$ cat config.mk
export PLATFORM = sky130hd
export DESIGN_NAME = dpram_port_seq
export DESIGN_NICKNAME = d
export VERILOG_FILES = /design/src/rtl/dpram_port_seq.sv
export SDC_FILE = /design/constraint.sdc
export NUM_CORES = 1
export LEC_CHECK = 0
export CAP_MARGIN = 10
export CORE_MARGIN = 8
export CORE_UTILIZATION = 35
export CTS_CLUSTER_SIZE = 12
export DETAILED_ROUTE_END_ITERATION = 6
export GPL_TIMING_DRIVEN = 0
export PLACE_DENSITY_LB_ADDON = 0.2
export SYNTH_ARGS = -nofsm -noshare
export SYNTH_HDL_FRONTEND = slang
export SYNTH_SLANG_ARGS = --single-unit
$ cat constraint.sdc
create_clock -name clk -period 2.7 [get_ports clk]
set_input_delay 0.81 -clock clk [delete_from_list [all_inputs] [get_ports clk]]
set_output_delay 0.81 -clock clk [all_outputs]
set_load 0.02 [all_outputs]
$ cat src/rtl/dpram_port_seq.sv
// Burst sequencer for one port of a true dual-port RAM: write/read bursts in, registered RAM port out.
// Optional macro DPRAM_PORT_SEQ_BOUNDARY_CHECK_EN rejects bursts that would run past the top address.
module dpram_port_seq #(
  parameter int WIDTH   = 8,
  parameter int ADDRESS = 6
) (
  input  logic               clk,
  input  logic               rst,
  input  logic               cmd_valid,
  output logic               cmd_ready,
  input  logic               cmd_write,
  input  logic [ADDRESS-1:0] cmd_addr,
  input  logic [ADDRESS-1:0] cmd_len,
  input  logic               wdata_valid,
  output logic               wdata_ready,
  input  logic [WIDTH-1:0]   wdata,
  output logic               rdata_valid,
  output logic [WIDTH-1:0]   rdata,
  output logic               cmd_err,
  output logic               busy,
  output logic               ram_wr_en,
  output logic [ADDRESS-1:0] ram_addr,
  output logic [WIDTH-1:0]   ram_data_in,
  input  logic [WIDTH-1:0]   ram_data_out
);

  localparam logic [1:0] IDLE  = 2'd0;
  localparam logic [1:0] WRITE = 2'd1;
  localparam logic [1:0] READ  = 2'd2;
  localparam logic [1:0] DRAIN = 2'd3;

  logic [1:0]         state_reg;
  logic [ADDRESS-1:0] cur_addr_reg;
  logic [ADDRESS-1:0] cnt_reg;
  // Bit 0: address presented to the RAM; bit 1: RAM output now holds that beat.
  logic [1:0]         pipe_reg;
  logic               ram_wr_en_reg;
  logic [ADDRESS-1:0] ram_addr_reg;
  logic [WIDTH-1:0]   ram_data_in_reg;

  logic cmd_fire;
  logic wdata_fire;
  logic cmd_reject;

  assign cmd_ready   = (state_reg == IDLE);
  assign wdata_ready = (state_reg == WRITE);
  assign busy        = (state_reg != IDLE);
  assign cmd_fire    = cmd_valid & cmd_ready;
  assign wdata_fire  = wdata_valid & wdata_ready;

  assign ram_wr_en   = ram_wr_en_reg;
  assign ram_addr    = ram_addr_reg;
  assign ram_data_in = ram_data_in_reg;
  assign rdata_valid = pipe_reg[1];
  assign rdata       = ram_data_out;

`ifdef DPRAM_PORT_SEQ_BOUNDARY_CHECK_EN
  logic [ADDRESS:0] cmd_end;
  logic             cmd_err_reg;

  // The carry out of start+len means the last beat would wrap past the top address.
  assign cmd_end    = {1'b0, cmd_addr} + {1'b0, cmd_len};
  assign cmd_reject = cmd_end[ADDRESS];
  assign cmd_err    = cmd_err_reg;

  always_ff @(posedge clk) begin
    if (rst) begin
      cmd_err_reg <= 1'b0;
    end else begin
      cmd_err_reg <= cmd_fire & cmd_reject;
    end
  end
`else
  assign cmd_reject = 1'b0;
  assign cmd_err    = 1'b0;
`endif

  always_ff @(posedge clk) begin
    if (rst) begin
      pipe_reg <= 2'b00;
    end else begin
      pipe_reg <= {pipe_reg[0], (state_reg == READ)};
    end
  end

  always_ff @(posedge clk) begin
    if (rst) begin
      state_reg       <= IDLE;
      cur_addr_reg    <= '0;
      cnt_reg         <= '0;
      ram_wr_en_reg   <= 1'b0;
      ram_addr_reg    <= '0;
      ram_data_in_reg <= '0;
    end else begin
      case (state_reg)
        IDLE: begin
          ram_wr_en_reg <= 1'b0;
          if (cmd_fire && !cmd_reject) begin
            cur_addr_reg <= cmd_addr;
            cnt_reg      <= cmd_len;
            state_reg    <= cmd_write ? WRITE : READ;
          end
        end
        WRITE: begin
          if (wdata_fire) begin
            ram_wr_en_reg   <= 1'b1;
            ram_addr_reg    <= cur_addr_reg;
            ram_data_in_reg <= wdata;
            cur_addr_reg    <= cur_addr_reg + 1'b1;
            if (cnt_reg == '0) begin
              state_reg <= IDLE;
            end else begin
              cnt_reg <= cnt_reg - 1'b1;
            end
          end else begin
            ram_wr_en_reg <= 1'b0;
          end
        end
        READ: begin
          ram_wr_en_reg <= 1'b0;
          ram_addr_reg  <= cur_addr_reg;
          cur_addr_reg  <= cur_addr_reg + 1'b1;
          if (cnt_reg == '0) begin
            state_reg <= DRAIN;
          end else begin
            cnt_reg <= cnt_reg - 1'b1;
          end
        end
        DRAIN: begin
          ram_wr_en_reg <= 1'b0;
          // Leave once the last issued beat has moved into the output stage.
          if (!pipe_reg[0]) begin
            state_reg <= IDLE;
          end
        end
        default: begin
          state_reg <= IDLE;
        end
      endcase
    end
  end

endmodule

# Yosys cells after proc, flatten, opt, wreduce, memory -nomap -nowiden
# Cells that the tools add are included.
[totals] word_cells=47 regBits=31 output_inout_bits=28
[op_classes] addsub=2 n_reduce_logical=10 bitwise_logic=2 eq_ne=8 muxes=18
[ops] op="2-to-1 mux 6 bit" n=6
[ops] op="one-hot mux 6 bit (3 select lines)" n=2
[ops] op="2-to-1 mux 2 bit" n=6
[ops] op="one-hot mux 6 bit (2 select lines)" n=1
[ops] op="inequality test 2 x 1 -> 1 bit (second input constant)" n=4
[ops] op="one-hot mux 2 bit (4 select lines)" n=1
[ops] op="adder 6 x 1 -> 6 bit (second input constant)" n=1
[ops] op="zero test 6 bit" n=1
[ops] op="subtractor 6 x 1 -> 6 bit (second input constant)" n=1
[ops] op="AND reduction 5 bit" n=1
[ops] op="equality test 2 bit (second input constant)" n=2
[ops] op="AND reduction 2 bit" n=2
[ops] op="nonzero test 2 bit" n=2
[ops] op="AND reduction 3 bit" n=1
[ops] op="nonzero test 3 bit" n=1
[ops] op="OR reduction 3 bit" n=1
[ops] op="bitwise AND 1 bit" n=2
[ops] op="equality test 2 x 1 -> 1 bit (second input constant)" n=1
[ops] op="zero test 2 bit" n=1
[ops] op="inequality test 2 bit (second input constant)" n=1
[ops] op="one-hot mux 1 bit (2 select lines)" n=1
[ops] op="2-to-1 mux 1 bit" n=1

# Longest topological paths before layout
# Gate-level depths: netlist of run 1.
[depth] ltp_word=4 mapped_depth=7 depth_no_buf=6

# Worst setup path before layout of run 1
# Ideal clock, no wire load.
[synth_path] path_kind="reg-to-reg" from="reg state_reg[0]" to="reg state_reg[0]" synth_period_minus_slack_ps=1826 t_arrival_ps=1739 setup_ps=87 path_buffers=0 stages_incl_launch_ff=7 path_slack_ps=874 cell_sequence="dfxtp_1 -> inv_1 -> ha_1 -> nor2b_1 -> a211o_1 -> or4_1 -> o31ai_1"
[synth_between] elab_chain_cells=4
[synth_lines] item="start, declared" line_no="32" text="logic [1:0] state_reg;"
[synth_lines] item="start signal, assigned" line_no="101" text="state_reg <= cmd_write ? WRITE : READ;"
[synth_lines] item="zero test 2 bit *" line_no="45" text="assign cmd_ready = (state_reg == IDLE);"
[synth_lines] item="named net cmd_ready" line_no="10" text="output logic cmd_ready,"
[synth_lines] item="bitwise AND 1 bit" line_no="48" text="assign cmd_fire = cmd_valid & cmd_ready;"
[synth_lines] item="inequality test 2 x 1 -> 1 bit (no line)"
[synth_lines] item="AND reduction 5 bit (no line)"
# Mark *: on every way through the listed nets, which the timed path passes. The rest lies on a longest branch.
# A chain may end at the register's enable or synchronous reset.

# Worst setup path in the final report of run 1
[layout_path] from="reg state_reg[0]" to="out busy"
[layout_between] elab_chain_cells=1
[layout_lines] item="nonzero test 2 bit" line_no="47" text="assign busy = (state_reg != IDLE);"
[layout_lines] item="end, declared" line_no="20" text="output logic busy,"
# Every way passes these cells.

==> summary.md, run 1 <==
| Metric | Value |
|---|---|
| Multiplexer area fraction after synthesis | `5.650%` |
| Pre-antenna DRT Iters | `4` |
| Nets | `292` |
| Cts repair resizes | `0` |
| Worst-case reg-to-reg path depth | `7` |
| Outcome | `finished, final reports clean` |
| Layout Cells excl Fill | `303` |
| Critical path type | `reg2out` |
| Post-synthesis xor/xnor area fraction | `0%` |
| Syn Nets | `235` |
| Endpoints failing setup | `0` |
| Gate power share | `between 50% and 60%` |
| R2R Path Start | `state_reg[0]$_SDFFE_PP0P_` |
| CP startpoint kind | `flip-flop` |
| Crit path launch | `state_reg[0]$_SDFFE_PP0P_` |
| Period utilization | `94.69%` |
| Share of layout cells above drive strength 1 | `between 9 and 10%` |
| Tot Pwr | `between 2 and 2.5 mW` |
| Area Overhead vs Synth | `40.40%` |
| Post-CTS Setup Bufs | `0` |
| GR Util All Layers | `about an eighth` |
| Vias in the first global route | `1,543` |
| Peak supply drop | `447.1 uV` |
| Routed WL per cell | `around 14 um` |
| Antenna viol nets, final | `0` |
| Synth top area share | `38.39%` |
| Sequential fraction of the synthesis area | `a little under two fifths` |
| CP endpoint kind | `primary output` |
| Placed insts | `slightly below 300` |
| Hold Path Origin | `ram_data_in[7]$_SDFFE_PP0P_` |
| Power share of the clock group | `15.9%` |
| DIE AREA | `0.007049 mm^2` |
| Post-synth cell types | `43` |
| Core ar. | `0.004414 mm^2` |
| I/O Buffers | `50` |
| Setup slack, reg-to-reg | `640 ps` |
| Leakage | `0.9032 nW` |
| Crit path to | `busy` |
| P per Cell Area | `1019 mW/mm^2` |
| Max-slew violations | `0` |
| Clk sink count | `31` |
| Largest net degree at the start of global routing | `11` |
| Post-synthesis adder-cell area fraction | `6.192%` |
| Residual DRC count | `0` |
| Synth cell count leaders | `dfxtp_1, a21oi_1, nand2_1` |
| Flop pwr share | `30.5%` |
| Crit path DAT | `about 1800 ps` |
| Synth area leaders | `dfxtp_1, a21oi_1, ha_1` |
| Drt first-iter violations | `76` |
| Syn Area/Cell | `8.333 um^2` |
| Skew-Pair Late Insertion Delay | `280 ps` |
| Worst reg2reg path endpoint | `cur_addr_reg[4]$_SDFFE_PP0P_` |
| WHS | `453.2 ps` |
| FF+latch count, synth | `31` |
| Initial antenna violation count | `0` |
| Cell type with the largest total area after synthesis | `dfxtp_1` |
| Most used flip-flop cell after synthesis | `dfxtp_1` |
| Routed vias/inst | `5.056` |
| Pre-CTS setup slack | `170.5 ps` |
| Post-route clock skew | `8.060 ps` |
| IO Count | `61` |
| First-pass GRT wire length | `a little over 7000 um` |
| Main combinational cell family by area after synthesis | `simple AND/OR/NAND/NOR gates` |
| Count leader, synth | `dfxtp_1` |
| Mapped Cells | `between 150 and 200` |
| Max_cap viols | `0` |
| Drt total wl | `4262 um` |
| Rows | `24` |
| Max reg flops | `8` |
| ANT cells | `0` |
| Detail Placement HPWL | `~3200 um` |
| Fraction of registers with async set/reset | `0%` |
| Chip Width | `between 80 and 90 um` |
| Final hold violations | `0` |
| Initial Util | `approximately 37%` |
| CTS max path bufs | `2` |
| Critical Path Fanout Max | `6` |
| CTS tree | `yes` |
| Post-synth EDFFs | `0` |
| Clk Tree Root Cell | `clkbuf_8` |
| RSZ-0062 raised after global routing | `no` |
| Cts bufs inserted | `5` |
| Compound-Gate Fraction of Synth Area | `18.65%` |
| Routability congestion estimate | `roughly 0.8` |
| Reg clk slew, reported paths | `~60 ps` |
| Simple-gate share of the synthesized area | `between 20% and 30%` |
| Core Util, Final | `51.42%` |
| PnR worst setup slack | `~140 ps` |
| Die height | `83.96 um` |
| Cts hold-fix bufs | `0` |
| Psw | `0.9946 mW` |
| Sw frac | `42.99%` |
| Worst Hold Class | `reg2reg` |
| Tmin final | `2557 ps` |
| Htree depth | `2` |
| Internal power | `1.319 mW` |
| Grt ovf | `0` |
| Synth Warn # | `0` |
| Fmax | `391.1 MHz` |
| Placed cell area | `0.002182 mm^2` |
| CP required | `1890 ps` |
| TNS Setup | `0 ps` |
| Mapped Area | `around 0.0016 mm^2` |
| DR vias | `1,532` |
| Post-route cell area | `0.002270 mm^2` |
-- layer usage --
layer | track usage [%] | vias up | share of wire, %
met4 | 3.297 | 0 | 0.49
met2 | 18.53 | 49 | 45
met3 | 5.566 | 2 | 7.7
met1 | 15.25 | 700 | 46
li1 | - | 781 | -
met5 | 0 | - | 0
-- final cells by class --
cell class / count / area, um^2
Tap cell: 52 / 65.06
Sequential cell: 31 / 620.6
Fill cell: 458 / 2145
Multi-Input combinational cell: 135 / 853.3
Timing Repair Buffer: 50 / 500.5
Inverter: 10 / 37.54
Buffer: 18 / 105.1
Clock inverter: 1 / 5.005
Clock buffer: 6 / 82.58
-- worst min path at each step --
stage	endpoint	slack, ps	cells past startpoint
2_1_floorplan	pipe_reg[1]$_SDFF_PP0_	440	1
3_3_place_gp	ram_data_in[7]$_SDFFE_PP0P_	440	2
3_5_place_dp	ram_data_in[6]$_SDFFE_PP0P_	450	2
4_1_cts	ram_data_in[6]$_SDFFE_PP0P_	460	2
5_1_grt	ram_data_in[2]$_SDFFE_PP0P_	480	2
6_report	ram_data_in[7]$_SDFFE_PP0P_	450	2
-- cells in the final DEF (no fill, tap or decap), types with 2 or more instances in the layout --
cell type         n
dfxtp_1          31
buf_4             9
buf_2             3
o21ai_0           9
mux2i_1           8
or4_1             3
o31ai_1           3
a21oi_2           2
nor2_1           15
clkbuf_1          6
nor2b_1           8
nand2_1          20
and2_1            2
o32ai_1           2
nor3_1            2
nand3_1           6
ha_1              8
inv_1             9
a21oi_1          23
clkbuf_8          6
clkdlybuf4s50_1  50
nand2b_1          2
-- cell families after synthesis --
| kind of cell | after synthesis |
|---|---|
| fa+ha+maj | 8 |
| flops | 31 |
| other cells | 1 |
| mux | 9 |
| simple gates | 68 |
| compound gates | 49 |
| buf+inv | 28 |
-- critical path, cell delays in order (launching register included) --
cell and delay (ps):
dfxtp_1 400, inv_1 100, ha_1 280, inv_1 100
clkdlybuf4s50_1 600
-- power groups by stage --
stage	registers, mW	logic [mW]	clock network [mW]
2_1_floorplan	0.719	0.849	0
3_3_place_gp	0.710	1.23	0
3_5_place_dp	0.713	1.24	0
4_1_cts	0.703	1.24	0.381
5_1_grt	0.729	1.38	0.411
6_report	0.706	1.24	0.367
(Power assumes the default switching activity.)
==> run 2: changes to the inputs <==
clock period = 2.4 ns   (was 2.7 ns; I/O delays follow)
==> run 2 against run 1 <==
Clock skew hardly changed. Count of clock-buffer cells in the layout unchanged. Design area rose by 0.17%.
==> summary.md, run 2 (same netlist as run 1, synthesis figures left out) <==
| Metric | Value |
|---|---|
| Outcome | `finished, final reports clean (unchanged)` |
| Max reg flops | `8 (unchanged)` |
| Clk Tree Root Cell | `clkbuf_8 (unchanged)` |
| Skew-Pair Late Insertion Delay | `280 ps (about the same)` |
| WHS | `453.2 ps (unchanged)` |
| TNS Setup | `0 ps (unchanged)` |
| Fillers | `459 (was 458)` |
| Setup slack, reg-to-reg | `340 ps (was 640 ps)` |
| Initial Util | `36.62% (unchanged)` |
| GR Util All Layers | `12.27% (unchanged)` |
| Chip Width | `83.96 um (unchanged)` |
| Most frequent cells in the layout | `clkdlybuf4s50_1, dfxtp_1, a21oi_1, nand2_1, nor2_1 (unchanged)` |
| Sw frac | `43.19% (was 42.99%)` |
| Cts bufs inserted | `5 (unchanged)` |
| Hold endpoint | `ram_data_in[7]$_SDFFE_PP0P_ (unchanged)` |
| Max-slew violations | `0 (unchanged)` |
| Endpoints failing setup | `0 (unchanged)` |
| Max_cap viols | `0 (unchanged)` |
| Cell repeated most along the worst path | `inv_1 (unchanged)` |
| CTS tree | `yes (unchanged)` |
| CP peak stage delay | `400 ps (was 600 ps)` |
| Largest net degree at the start of global routing | `11 (unchanged)` |
| Rows | `24 (unchanged)` |
| Leakage | `0.9271 nW (was 0.9032 nW)` |
| Cts hold-fix bufs | `0 (unchanged)` |
| Flop pwr share | `30.7% (was 30.5%)` |
| Internal power | `1.471 mW (was 1.319 mW)` |
| Residual DRC count | `0 (unchanged)` |
| Final hold violations | `0 (unchanged)` |
| Detail Placement HPWL | `3154 um (unchanged)` |
| Gate power share | `53.4% (was 53.6%)` |
| Hold Path Origin | `ram_data_in[7]$_SDFFE_PP0P_ (unchanged)` |
| Power share of the clock group | `16.0% (was 15.9%)` |
| Reg clk slew, reported paths | `60 ps (about the same)` |
| Fmax | `between 400 and 500 MHz` |
| DIE AREA | `0.007049 mm^2 (unchanged)` |
| Worst reg2reg path endpoint | `cur_addr_reg[4]$_SDFFE_PP0P_ (unchanged)` |
| Slowest cell on crit path | `dfxtp_1 (was clkdlybuf4s50_1)` |
| R2R Path Start | `state_reg[0]$_SDFFE_PP0P_ (unchanged)` |
| Post-route clock skew | `7.871 ps (was 8.060 ps)` |
| Routed WL per cell | `14.08 um (was 14.07 um)` |
| Psw | `1.118 mW (was 0.9946 mW)` |
| Htree depth | `2 (unchanged)` |
| Tmin final | `2194 ps` |
| Routed vias/inst | `5.056 (unchanged)` |
| P per Cell Area | `1139 mW/mm^2 (was 1019 mW/mm^2)` |
| Period utilization | `91.41%` |
| CP startpoint kind | `flip-flop (unchanged)` |
| Drt total wl | `4266 um (was 4262 um)` |
| ANT cells | `0 (unchanged)` |
| WHS Path Cells | `2 (unchanged)` |
| Worst Hold Class | `reg2reg (unchanged)` |
| Routability congestion estimate | `0.8089 (unchanged)` |
| Core ar. | `0.004414 mm^2 (unchanged)` |
| CP endpoint kind | `primary output (unchanged)` |
| Placed cell area | `0.002182 mm^2 (unchanged)` |
| Critical Path Fanout Max | `6 (unchanged)` |
| Antenna viol nets, final | `0 (unchanged)` |
| RSZ-0062 raised after global routing | `no (unchanged)` |
| Initial antenna violation count | `0 (unchanged)` |
| CP required | `1680 ps (was 1890 ps)` |
| Pre-antenna DRT Iters | `4 (unchanged)` |
| Drt first-iter violations | `76 (unchanged)` |
| Grt ovf | `0 (unchanged)` |
| Critical path type | `reg2out (unchanged)` |
| Clk sink count | `31 (unchanged)` |
| Die height | `83.96 um (unchanged)` |
| Worst-case reg-to-reg path depth | `7 (unchanged)` |
| I/O Buffers | `50 (unchanged)` |
| Critical path cell sequence | `inv_1, ha_1, inv_1, dlygate4sd2_1 (was inv_1, ha_1, inv_1, clkdlybuf4s50_1)` |
| IO Count | `61 (unchanged)` |
| Commonest non-fill, non-tap cell in the layout | `clkdlybuf4s50_1 (unchanged)` |
| Vias in the first global route | `1,543 (unchanged)` |
| Post-route cell area | `0.002273 mm^2 (was 0.002270 mm^2)` |
| DR vias | `1,532 (unchanged)` |
| Peak supply drop | `503.0 uV (was 447.1 uV)` |
| Area Overhead vs Synth | `40.63% (was 40.40%)` |
| Share of layout cells above drive strength 1 | `9.960% (unchanged)` |
| First-pass GRT wire length | `7279 um (unchanged)` |
| Nets | `292 (unchanged)` |
| Crit path DAT | `1470 ps (was 1750 ps)` |
| CTS max path bufs | `2 (unchanged)` |
run 2: what timing repair did:
action	4_1_cts	5_1_grt
cloned	0	0
endpoints found under the setup margin	1	2
gates resized for setup	1	2
setup buffers	0	0
pin swaps	0	0
hold endpoints to repair	0	0
run 2: area by class of cell:
type | instances | area [um^2] | area share (%)
Buffer | 18 | 105.1 | 4.623
Clock buffer | 6 | 82.58 | 3.632
Sequential cell | 31 | 620.6 | 27.30
Inverter | 10 | 37.54 | 1.651
Tap cell | 52 | 65.06 | 2.862
Timing Repair Buffer | 50 | 504.2 | 22.18
Multi-Input combinational cell | 135 | 853.3 | 37.53
Clock inverter | 1 | 5.005 | 0.2201
run 2: per-stage QoR:
| step | util [%] | std cells | setup slack (ps) | power (mW) |
|---|---|---|---|---|
| floorplan | - | 194 | 574.2 | 1.763 |
| global placement | 49.43 | 296 | -30.49 | 2.181 |
| detailed placement | 49.43 | 296 | -39.47 | 2.192 |
| CTS | 51.39 | 303 | 12.38 | 2.607 |
| global route | 51.50 | 303 | 102.8 | 2.816 |
| finish | 51.50 | 303 | 206.0 | 2.589 |
run 2: how the worst max path moves through the flow:
stage | from | endpoint | slack, ps
floorplan | state_reg[0]$_SDFFE_PP0P_ | state_reg[0]$_SDFFE_PP0P_ | 570
global placement | wdata_valid | ram_addr[1]$_SDFFE_PP0P_ | -30
detailed placement | wdata_valid | ram_addr[3]$_SDFFE_PP0P_ | -40
CTS | state_reg[0]$_SDFFE_PP0P_ | cmd_ready | 10
global route | state_reg[0]$_SDFFE_PP0P_ | busy | 100
finish | state_reg[0]$_SDFFE_PP0P_ | busy | 210
run 2: critical path, delay by kind of cell, from the launching register on:
kind / cells / cell delay, ps
buf+inv: 3 / 520
flops: 1 / 400
fa+ha+maj: 1 / 280
run 2: power by group through the flow:
stage / clock network [mW] / registers [mW] / logic (mW)
2_1_floorplan: 0 / 0.809 / 0.955
3_3_place_gp: 0 / 0.799 / 1.38
3_5_place_dp: 0 / 0.802 / 1.39
4_1_cts: 0.428 / 0.791 / 1.39
5_1_grt: 0.462 / 0.820 / 1.53
6_report: 0.413 / 0.794 / 1.38
run 2: metal layers:
layer | wire length (um) | vias up | global-route usage [%]
met2 | 1934 | 49 | 18.53
li1 | - | 781 | -
met3 | 330 | 2 | 5.566
met5 | 0 | - | 0
met1 | 1980 | 700 | 15.25
met4 | 21 | 0 | 3.297
==> run 3: changes to the inputs <==
CORE_ASPECT_RATIO = 1.5   (was not set)
CORE_MARGIN = not set   (was 8)
CTS_CLUSTER_DIAMETER = 100   (was not set)
==> run 3 against run 2 <==
Core utilization rose by 1.7 points. Sequential share of layout area fell by 0.27 points. Critical endpoint unchanged. The flow now finishes with violations (DRC). Non-clock buffer count did not move. Die area fell by 30%. Global-route usage rose by 4.4 points. First-iteration DRC count fell by 28%. Register-to-register slack improved by 70 ps.
==> summary.md, run 3 (same netlist as run 1, synthesis figures left out) <==
| Metric | Value |
|---|---|
| Outcome | `finished, violations left (was finished, final reports clean)` |
| Failing checks | `DRC` |
| CP endpoint kind | `primary output (unchanged)` |
| Buf/Inv on CP | `3 (unchanged)` |
| Endpoints failing setup | `0 (unchanged)` |
| Rows | `29 (was 24)` |
| Placed cell area | `0.002175 mm^2 (was 0.002182 mm^2)` |
| IO Count | `61 (unchanged)` |
| Largest net degree at the start of global routing | `11 (unchanged)` |
| Post-route cell area | `0.002296 mm^2 (was 0.002273 mm^2)` |
| Chip Width | `57.49 um (was 83.96 um)` |
| CP peak stage delay | `380 ps (was 400 ps)` |
| Tot Pwr | `2.697 mW (was 2.589 mW)` |
| Crit path DAT | `1440 ps (was 1470 ps)` |
| First-pass GRT wire length | `6361 um (was 7279 um)` |
| Cell repeated most along the worst path | `inv_1 (unchanged)` |
| CTS max path bufs | `2 (unchanged)` |
| Cts bufs inserted | `5 (unchanged)` |
| CP top delay family | `buffers and inverters (unchanged)` |
| Routed vias/inst | `5.138 (was 5.056)` |
| Routed WL per cell | `12.89 um (was 14.08 um)` |
| Peak supply drop | `489.3 uV (was 503.0 uV)` |
| R2R Path Start | `state_reg[1]$_SDFFE_PP0P_ (was state_reg[0]$_SDFFE_PP0P_)` |
| Routability congestion estimate | `0.7966 (was 0.8089)` |
| Skew-Pair Late Insertion Delay | `280 ps (about the same)` |
| WHS | `451.9 ps (was 453.2 ps)` |
| Detail Placement HPWL | `2778 um (was 3154 um)` |
| Max reg flops | `8 (unchanged)` |
| Post-CTS Setup Bufs | `0 (unchanged)` |
| Reg clk slew, reported paths | `70 ps (was 60 ps)` |
| Commonest non-fill, non-tap cell in the layout | `clkdlybuf4s50_1 (unchanged)` |
| Worst Hold Class | `reg2reg (unchanged)` |
| CTS tree | `yes (unchanged)` |
| Critical Path Fanout Max | `6 (unchanged)` |
| Final hold violations | `0 (unchanged)` |
| Least-Margin Pin Slew | `around 510 ps` |
| DIE AREA | `0.004900 mm^2 (was 0.007049 mm^2)` |
| Post-route clock skew | `3.980 ps (was 7.871 ps)` |
| Clk sink count | `31 (unchanged)` |
| Tmin final | `2160 ps (was 2194 ps)` |
| Initial Util | `37.44% (was 36.62%)` |
| Most frequent cells in the layout | `clkdlybuf4s50_1, dfxtp_1, a21oi_1, nand2_1, nor2_1 (unchanged)` |
| Pre-antenna DRT Iters | `7 (was 4)` |
| Residual DRC count | `7 (was 0)` |
| Nets | `292 (unchanged)` |
| I/O Buffers | `50 (unchanged)` |
| Grt ovf | `0 (unchanged)` |
| Slowest cell on crit path | `dfxtp_1 (unchanged)` |
| Period utilization | `90.01% (was 91.41%)` |
| Max-slew violations | `0 (unchanged)` |
| CP required | `1680 ps (about the same)` |
| DR vias | `1,531 (was 1,532)` |
| Drt total wl | `3840 um (was 4266 um)` |
| Antenna viol nets, final | `0 (unchanged)` |
| Htree depth | `2 (unchanged)` |
| Core ar. | `0.004318 mm^2 (was 0.004414 mm^2)` |
| Hold Path Origin | `ram_data_in[0]$_SDFFE_PP0P_ (was ram_data_in[7]$_SDFFE_PP0P_)` |
| Leakage | `0.9412 nW (was 0.9271 nW)` |
| Fmax | `462.9 MHz (was 455.8 MHz)` |
| Crit path launch | `state_reg[0]$_SDFFE_PP0P_ (unchanged)` |
| Max_cap viols | `0 (unchanged)` |
| Critical path cell sequence | `inv_1, ha_1, inv_1, dlygate4sd2_1 (unchanged)` |
| Fillers | `437 (was 459)` |
| ANT cells | `0 (unchanged)` |
| Critical path type | `reg2out (unchanged)` |
| TNS Setup | `0 ps (unchanged)` |
| CP startpoint kind | `flip-flop (unchanged)` |
| Area Overhead vs Synth | `42.03% (was 40.63%)` |
| RSZ-0062 raised after global routing | `no (unchanged)` |
| Vias in the first global route | `1,428 (was 1,543)` |
| Clk Tree Root Cell | `clkbuf_8 (unchanged)` |
| Slew margin rel. | `roughly two thirds` |
| P per Cell Area | `1175 mW/mm^2 (was 1139 mW/mm^2)` |
| Drt first-iter violations | `55 (was 76)` |
| Die height | `85.24 um (was 83.96 um)` |
| Initial antenna violation count | `0 (unchanged)` |
| Share of layout cells above drive strength 1 | `10.32% (was 9.960%)` |
| GR Util All Layers | `16.69% (was 12.27%)` |
==> run 3: cell count changes in the layout (fill, tap and decap cells not counted), sizes merged <==
cell    delta
bufinv     +1
==> run 3: timing repair <==
item	CTS	global route
hold buffers	0	0
pin swaps	0	0
setup endpoints to repair	1	2
gates resized for setup	1	2
==> run 3: routing by layer <==
layer  up-vias  GRT usage, %  wire [um]
met4         0         7.982         85
met5         -             0          0
met3         7         3.811        284
met2        61         28.86       1847
li1        780             -          -
met1       683         18.94       1623
==> run 3: final timing paths <==
check / to / slack [ps] / cells past startpoint
max: busy / 240 / 4
min: ram_data_in[0]$_SDFFE_PP0P_ / 450 / 2
max reg2reg: cur_addr_reg[4]$_SDFFE_PP0P_ / 410 / 7
min reg2reg: ram_data_in[0]$_SDFFE_PP0P_ / 450 / 2
==> run 3: final cells by class <==
cell class | count | area (um^2) | share of cell area [%]
multi-input cells | 135 | 853.3 | 37.17
flip-flops and latches | 31 | 620.6 | 27.03
repair buffers | 50 | 504.2 | 21.96
plain buffers | 18 | 105.1 | 4.578
clock buffers | 6 | 82.58 | 3.597
well taps | 46 | 57.56 | 2.507
inverters | 10 | 37.54 | 1.635
clock inverters | 2 | 35.03 | 1.526
==> run 3: where the power goes <==
part | internal [mW] | total [mW] | switching, mW | leakage, nW
Clock | 0.336 | 0.539 | 0.203 | 0.0612
Sequential | 0.653 | 0.795 | 0.141 | 0.253
Combinational | 0.592 | 1.36 | 0.772 | 0.627
Total | 1.58 | 2.70 | 1.12 | 0.941
==> run 3: stage by stage <==
stage / utilization, % / cells / setup WS [ps]
floorplan: - / 194 / 574.2
global placement: 50.36 / 290 / 10.35
detailed placement: 50.36 / 290 / 0.3044
CTS: 53.06 / 298 / 32.38
global route: 53.17 / 298 / 154.2
finish: 53.17 / 298 / 239.7
==> run 3: worst min-delay path, stage by stage, from the launching register on <==
cell and delay, ps:
dfxtp_1 310, nand2_1 50, a21oi_1 50
==> variant, RTL diff (settings of run 2) <==
Build with the macro `DPRAM_PORT_SEQ_BOUNDARY_CHECK_EN` defined.
--- a/src/rtl/dpram_port_seq.sv
+++ b/src/rtl/dpram_port_seq.sv
@@ -1,5 +1,7 @@
 // Burst sequencer for one port of a true dual-port RAM: write/read bursts in, registered RAM port out.
 // Optional macro DPRAM_PORT_SEQ_BOUNDARY_CHECK_EN rejects bursts that would run past the top address.
+`define DPRAM_PORT_SEQ_BOUNDARY_CHECK_EN
+
 module dpram_port_seq #(
   parameter int WIDTH   = 8,
   parameter int ADDRESS = 6
Function: changed (Yosys sat finds a counterexample within 4 cycles, from zero or initial values and one cycle with rst high).
==> variant against run 2 <==
  * Wire length increased by 16%
  * Critical endpoint is now cnt_reg[0]$_SDFFE_PP0P_
  * Sequential cell count increased by 1
  * Cell area grew 13%
  * Area after synthesis grew 6.0%
  * Final cell count increased by 11%
  * Maximum frequency decreased by 6.3%
  * Total power down 4.7%
  * Worst setup slack worse by 0.15 ns
  * Via count up 10%
  * Highest routed layer unchanged
  * Clock skew shrank 0.0021 ns
==> variant: results <==
export IMPL_status="complete, no violations"
export IMPL_track_usage_pct=13.7
export IMPL_ir_worst_vdd_mv=0.395
export IMPL_yosys_top_cells_area="dfxtp_1 37%, ha_1 9.5%, mux2i_1 7.6%, nand2_1 6.1%, nor2_1 4.6%"
export IMPL_drive_gt1_share_pct=19.7
export IMPL_grt_met2_usage_pct=21.1
export IMPL_cts_buffers=5
export IMPL_ys_ff_latch=32
export IMPL_gr_usage_met3_pct=4.87
export IMPL_grt_pass1_wl_um=8090
export IMPL_synth_area_um2=1710
export IMPL_nNetsFinal=315
export IMPL_drt_iter0_drc=67
export IMPL_intPower_mw=1.47
export IMPL_ys_top_cells_by_count="32 x dfxtp_1, 28 x nand2_1, 21 x nor2_1, 14 x a21oi_1"
export IMPL_syn_num_nets=249
export IMPL_power_frac_seq_pct=30.5
export IMPL_multi_input_comb_area_um2=1070
export IMPL_n_all_buffers=76
export IMPL_place_area_um2=2390
export IMPL_syn2layout_area_growth_pct=49.7
export IMPL_clock_skew_ns=0.00576
export IMPL_nFillCells=444
export IMPL_grt_pass1_vias=1626
export IMPL_clock_cell_area_share_pct=3.02
export IMPL_vias=1691
export IMPL_sw_frac_of_total_pct=40.6
export IMPL_ys_seq_area_share_pct=37.4
export IMPL_leakage_nw=1.05
export IMPL_p_clk_mw=0.385
export IMPL_cp_max_fo=7
export IMPL_routedWlPerCell_um=14.7
export IMPL_antenna_found_initial=0
export IMPL_buf_share_pct=25.4
export IMPL_io_buffer_count=52
export IMPL_dpl_hpwl_um=3530
export IMPL_ys_types=40
export IMPL_n_all_inverters=11
export IMPL_routabilityCongestion=0.792
export IMPL_grt_use_met1_pct=17.4
==> variant: worst max-delay path, cell delays in order <==
cell and delay, ns:
buf_2 0.12, ha_4 0.24, a31oi_4 0.14, nor3_2 0.07, or4_4 0.58, or2_0 0.23, buf_4 0.17, o41ai_2 0.25
==> variant: timing repair <==
action | in CTS | in global routing
pin swaps | 12 | 2
endpoints found under the setup margin | 20 | 9
buffers inserted | 7 | 1
resized for setup | 60 | 4
==> variant: per-layer routing <==
metal  part of all wire (%)  wire, um  up-vias
li1                       -         -      840
met1                     48      2360      784
met2                     43      2140       63
met3                    8.1       403        4
met4                   0.77        38        0
met5                      0         0        -
==> variant: kinds of logic after synthesis <==
group,count (synthesis),synth area share [%]
muxes,13,7.60
xor gates and xnor gates,2,1.02
AOI/OAI and AO/OA,44,18.0
adders and majority gates,13,9.50
buffers and inverters,28,8.04
DFF,32,37.4
and+or+nand+nor,71,18.5
==> variant: worst paths after layout <==
kind                               startpoint                           to  cells after the start  slack (ns)
hold reg to reg   ram_data_in[3]$_SDFFE_PP0P_  ram_data_in[3]$_SDFFE_PP0P_                      2        0.45
setup reg to reg    state_reg[0]$_SDFFE_PP0P_      cnt_reg[0]$_SDFFE_PP0P_                      8        0.18
setup / recovery                   cmd_len[1]      cnt_reg[0]$_SDFFE_PP0P_                      8        0.06
hold / removal    ram_data_in[3]$_SDFFE_PP0P_  ram_data_in[3]$_SDFFE_PP0P_                      2        0.45
==> variant: per-stage QoR <==
stage                     cells  setup WS, ns   TNS, ns
final                       336        0.0584         0
after floorplan             203       -0.0602    -0.274
after global routing        336      -0.00194  -0.00194
after detailed placement    322        -0.797    -11.43
after global placement      322        -0.787    -11.19
after CTS                   335      0.000582         0
